===== config.mk =====
export PLATFORM = sky130hd
export DESIGN_NAME = jtag_ir_dr_chain
export DESIGN_NICKNAME = d
export VERILOG_FILES = /design/src/rtl/jtag_ir_dr_chain.sv
export SDC_FILE = /design/constraint.sdc
export NUM_CORES = 1
export LEC_CHECK = 0
export ABC_AREA = 1
export CAP_MARGIN = 0
export CORE_MARGIN = 1
export CORE_UTILIZATION = 25
export CTS_BUF_LIST = sky130_fd_sc_hd__clkbuf_4 sky130_fd_sc_hd__clkbuf_8
export CTS_CLUSTER_SIZE = 14
export DETAILED_ROUTE_END_ITERATION = 6
export DONT_BUFFER_PORTS = 1
export MAX_ROUTING_LAYER = met4
export PLACE_DENSITY_LB_ADDON = 0.15
export RECOVER_POWER = 50
export SYNTH_ARGS = -nofsm -noshare
export SYNTH_HDL_FRONTEND = slang
export SYNTH_SLANG_ARGS = --single-unit

===== constraint.sdc =====
create_clock -name tck -period 1.3 [get_ports tck]
set_input_delay 0.39 -clock tck [delete_from_list [all_inputs] [get_ports tck]]
set_output_delay 0.39 -clock tck [all_outputs]
set_load 0.01 [all_outputs]

===== src/rtl/jtag_ir_dr_chain.sv =====
// JTAG instruction register, BYPASS/IDCODE/USER data-register chain and TDO mux.
// Optional macro JTAG_TDO_NEGEDGE_EN retimes tdo/tdo_en onto the falling edge of tck.
module jtag_ir_dr_chain #(
    parameter int unsigned          IR_WIDTH   = 4,
    parameter logic [31:0]          IDCODE_VAL = 32'h0BA0_0477,
    parameter logic [IR_WIDTH-1:0]  IDCODE_OP  = IR_WIDTH'(4'h1),
    parameter logic [IR_WIDTH-1:0]  USER_OP    = IR_WIDTH'(4'h2),
    parameter int unsigned          USER_WIDTH = 8
) (
    input  logic                  tck,
    input  logic                  trstn,
    input  logic                  test_logic_reset,
    input  logic                  capture_dr,
    input  logic                  shift_dr,
    input  logic                  update_dr,
    input  logic                  capture_ir,
    input  logic                  shift_ir,
    input  logic                  update_ir,
    input  logic                  tdi,
    input  logic [USER_WIDTH-1:0] user_din,
    output logic                  tdo,
    output logic                  tdo_en,
    output logic [IR_WIDTH-1:0]   ir,
    output logic [USER_WIDTH-1:0] user_dout,
    output logic                  user_update
);

    localparam int unsigned ID_WIDTH = 32;
    localparam logic [IR_WIDTH-1:0] IR_CAPTURE = IR_WIDTH'(2'b01);

    typedef enum logic [1:0] {
        SEL_BYPASS = 2'd0,
        SEL_ID     = 2'd1,
        SEL_USER   = 2'd2
    } dr_sel_e;

    logic [IR_WIDTH-1:0]   ir_shift;
    logic                  bypass_reg;
    logic [ID_WIDTH-1:0]   id_shift;
    logic [USER_WIDTH-1:0] user_shift;
    dr_sel_e               dr_sel;
    logic                  dr_bit_c;
    logic                  tdo_c;
    logic                  tdo_en_c;

    // Instruction path: capture/shift/update of ir_shift into the active ir
    always_ff @(posedge tck) begin
        if (!trstn) begin
            ir       <= IDCODE_OP;
            ir_shift <= '0;
        end else if (test_logic_reset) begin
            ir       <= IDCODE_OP;
            ir_shift <= '0;
        end else if (capture_ir) begin
            ir_shift <= IR_CAPTURE;
        end else if (shift_ir) begin
            ir_shift <= {tdi, ir_shift[IR_WIDTH-1:1]};
        end else if (update_ir) begin
            ir <= ir_shift;
        end
    end

    // DR select follows the registered ir; every unknown opcode falls back to BYPASS
    always_comb begin
        dr_sel = SEL_BYPASS;
        if (ir == IDCODE_OP) begin
            dr_sel = SEL_ID;
        end else if (ir == USER_OP) begin
            dr_sel = SEL_USER;
        end
    end

    // Data registers: only the selected one captures or shifts, the rest hold
    always_ff @(posedge tck) begin
        if (!trstn) begin
            bypass_reg  <= 1'b0;
            id_shift    <= '0;
            user_shift  <= '0;
            user_dout   <= '0;
            user_update <= 1'b0;
        end else if (test_logic_reset) begin
            bypass_reg  <= 1'b0;
            id_shift    <= '0;
            user_shift  <= '0;
            user_update <= 1'b0;
        end else begin
            user_update <= 1'b0;
            if (capture_dr) begin
                case (dr_sel)
                    SEL_ID:   id_shift   <= IDCODE_VAL;
                    SEL_USER: user_shift <= user_din;
                    default:  bypass_reg <= 1'b0;
                endcase
            end else if (shift_dr) begin
                case (dr_sel)
                    SEL_ID:   id_shift   <= {tdi, id_shift[ID_WIDTH-1:1]};
                    SEL_USER: user_shift <= {tdi, user_shift[USER_WIDTH-1:1]};
                    default:  bypass_reg <= tdi;
                endcase
            end else if (update_dr && (dr_sel == SEL_USER)) begin
                user_dout   <= user_shift;
                user_update <= 1'b1;
            end
        end
    end

    // TDO mux: IR scan takes precedence should both shift strobes ever coincide
    always_comb begin
        case (dr_sel)
            SEL_ID:   dr_bit_c = id_shift[0];
            SEL_USER: dr_bit_c = user_shift[0];
            default:  dr_bit_c = bypass_reg;
        endcase
        tdo_c = 1'b0;
        if (shift_ir) begin
            tdo_c = ir_shift[0];
        end else if (shift_dr) begin
            tdo_c = dr_bit_c;
        end
        tdo_en_c = shift_ir | shift_dr;
    end

`ifdef JTAG_TDO_NEGEDGE_EN
    // Falling-edge launch gives the board half a cycle of hold on TDO
    always_ff @(negedge tck) begin
        if (!trstn) begin
            tdo    <= 1'b0;
            tdo_en <= 1'b0;
        end else begin
            tdo    <= tdo_c;
            tdo_en <= tdo_en_c;
        end
    end
`else
    assign tdo    = tdo_c;
    assign tdo_en = tdo_en_c;
`endif

endmodule


==> flow_metrics.py <==
metrics = {
    "layout": {
        "post-route-util_pct": 33.2,
        "layout.cells.non_filler": 455,
        "top_regs": "id_shift x32, user_dout x8, user_shift x8",
        "regMostFlops": "id_shift",
        "fill_cells": 994,
        "diodes": 0,
        "nets": 357,
        "multi_input_area_mm2": 0.00116,
        "area_growth_pct": 28.8,
        "largest_reg_flops": 32,
        "layout.area.seq_mm2": 0.00117,
        "drive_above_1_share_pct": 25.9,
    },
    "setup_path": {
        "startpoint_type": "flip-flop",
        "end_kind": "primary output",
        "required_ns": 0.91,
        "arrival_ns": 1.25,
        "crit_fanout": 5,
        "crit_type": "reg2out",
    },
    "clock_tree": {
        "cts_root_buffer": "clkbuf_8",
        "clk_pin_slew_ns": 0.07,
        "cts_tree": "built",
        "cts_max_path_buffers": 2,
        "worstSkewPairLatency_ns": 0.34,
        "clock_sinks": 58,
        "h-tree-depth": 3,
        "cts_hold_buffers": 0,
        "cts_inserted_buffers": 9,
    },
    "detailed_routing": {
        "drtIter0Drc": 78,
        "wire_per_inst_um": 12.7,
        "drc_errors": 0,
        "totalWireLength_mm": 5.77,
        "dr.pass1.iters": 4,
        "vias": 2062,
        "viasPerCell": 4.53,
        "final_antenna_net_count": 0,
    },
    "synthesis": {
        "postSynthAreaPerCell_um2": 7.42,
        "seq_area_frac_synth_pct": 49.0,
        "netlist_area_mm2": 0.00237,
        "syn-num-nets": 337,
        "netlist.area_leader.share_pct": 49.0,
        "synth_compound_area_share_pct": 12.3,
        "ys_seq_elements": 58,
        "synth_top_family_by_area": "simple AND/OR/NAND/NOR gates",
        "muxShareOfSynthArea_pct": 0,
        "synth_fa_ha_area_share_pct": 0,
        "yosys.area_share.simple_pct": 31.6,
        "synth.distinct_cells": 20,
        "synthXorXnorAreaFrac_pct": 0,
        "syn_inst": 319,
        "yosys_warnings": 0,
        "yosysTopAreaCell": "dfxtp_1",
        "synth.area.top_cells": "dfxtp_1 49%, nand2_1 9.0%, nor2_1 7.8%",
    },
    "power_and_ir_drop": {
        "powerDensity_mw_per_mm2": 1340,
        "ir_worst_vdd_mv": 0.862,
        "leakage_uw": 0.00117,
    },
    "timing": {
        "fmax_mhz": 609,
        "finalHoldViolations": 0,
        "fin_crit_sh_pct": 126,
        "maxSlewViolCount": 0,
        "post-route-min-period_ns": 1.64,
        "setup_viol": 37,
        "slew-limit-headroom_pct": 71.8,
        "worst_slew_pin_slew_ns": 0.424,
        "rsz0062_at_grt": "yes",
        "worst_slack_ns": -0.342,
        "fin_skew_ns": 0.00786,
    },
    "outcome": {
        "violations": "negative setup slack",
        "run_status": "complete, but fails checks",
    },
    "floorplanning": {
        "die_w_um": 99.3,
        "core.rowCount": 35,
        "core_area_mm2": 0.00920,
        "die_y_um": 99.3,
        "ios": 33,
        "start_util_pct": 25.7,
        "die_area_mm2": 0.00986,
    },
    "min_path": {
        "hold_path.class": "in2reg",
    },
    "grt": {
        "grt_pass1_wl_mm": 9.50,
        "gr-usage-all-layers_pct": 12.5,
        "grt_max_degree": 33,
        "overflow": 0,
        "antenna_found_initial": 0,
        "grt_pass1_vias": 1988,
    },
    "place": {
        "place.gp.congestion": 0.717,
        "place_inst": 434,
        "port_buffers": 0,
        "dp_hpwl_mm": 3.49,
    },
    "job": {
        "drv_cap": 0,
    },
}
==> path summary, 6_finish.rpt <==
check | depth (start not counted) | startpoint | to | slack [ns]
max | 6 | ir[3] | tdo | -0.34
min | 2 | trstn | user_dout[1] | 0.17
max reg2reg | 7 | ir[3] | id_shift[13] | -0.19
min reg2reg | 2 | id_shift[8] | id_shift[7] | 0.47
==> synth_stat cells, drive strengths merged <==
library cell   n
a21oi         28
buf            9
clkbuf         7
clkinv         2
dfxtp         58
inv           20
nand2         60
nand3         35
nor2          57
nor3          12
o21ai         30
or2            1
==> routing by layer <==
layer	global-route usage, %	share of wire (%)
met1	15.5	49
met5	-	0
met3	3.51	3.1
met2	19.1	46
met4	5.43	1.6
==> report_power, final <==
group / total, uW / internal (uW) / switching, uW
registers: 1820 / 1800 / 18.5
clock network: 1970 / 1230 / 733
logic: 304 / 124 / 180
total: 4090 / 3160 / 931
==> worst max-delay path, cell delays in order (launching register included) <==
cell,delay [ns]
dfxtp_2,0.33
nor2_4,0.18
nand2_2,0.09
nand3_1,0.10
nand2_1,0.07
nand2_1,0.07
nand2_2,0.07
==> logic make-up (layout without fill, tap and decap cells) <==
logic type | count (synthesis) | in the layout
buffers and inverters | 38 | 63
flip-flops | 58 | 58
AND/OR/NAND/NOR | 165 | 165
AO/OA/AOI/OAI | 58 | 58
==> metrics by stage <==
stage               area (um^2)  setup WS (ns)  total power, uW  hold slack (ns)  setup TNS (ns)
floorplan                  2370        0.00339             2050            0.435               0
global placement           2600         0.0164             2110            0.453               0
detailed placement         2600         0.0126             2110            0.458               0
CTS                        2910         -0.331             4100            0.154          -0.407
global route               3050         -0.418             4280            0.151           -8.60
finish                     3050         -0.342             4090            0.169           -5.11
==> cells in the final DEF (no fill, tap or decap), drive strengths merged, types with 12 or more instances in the layout <==
cell type / count
nand2: 60
inv: 21
dfxtp: 58
nor2: 57
nand3: 35
nor3: 12
a21oi: 28
clkbuf: 15
o21ai: 30
buf: 22
==> cell type report <==
type	instances	share of cell area, %
clock buffers	12	5.42
clock inverters	4	2.38
inverters	22	2.95
multi-input cells	223	38.2
flip-flops and latches	58	38.4
well taps	111	4.55
repair buffers	25	8.17
==> timing repair <==
| action | 4_1_cts | 5_1_grt |
|---|---|---|
| setup endpoints to repair | 2 | 48 |
| buffers inserted | 2 | 0 |
| pin swaps | 2 | 17 |
| cloned | 0 | 3 |
| gates resized for setup | 12 | 31 |
(Power assumes the default switching activity.)
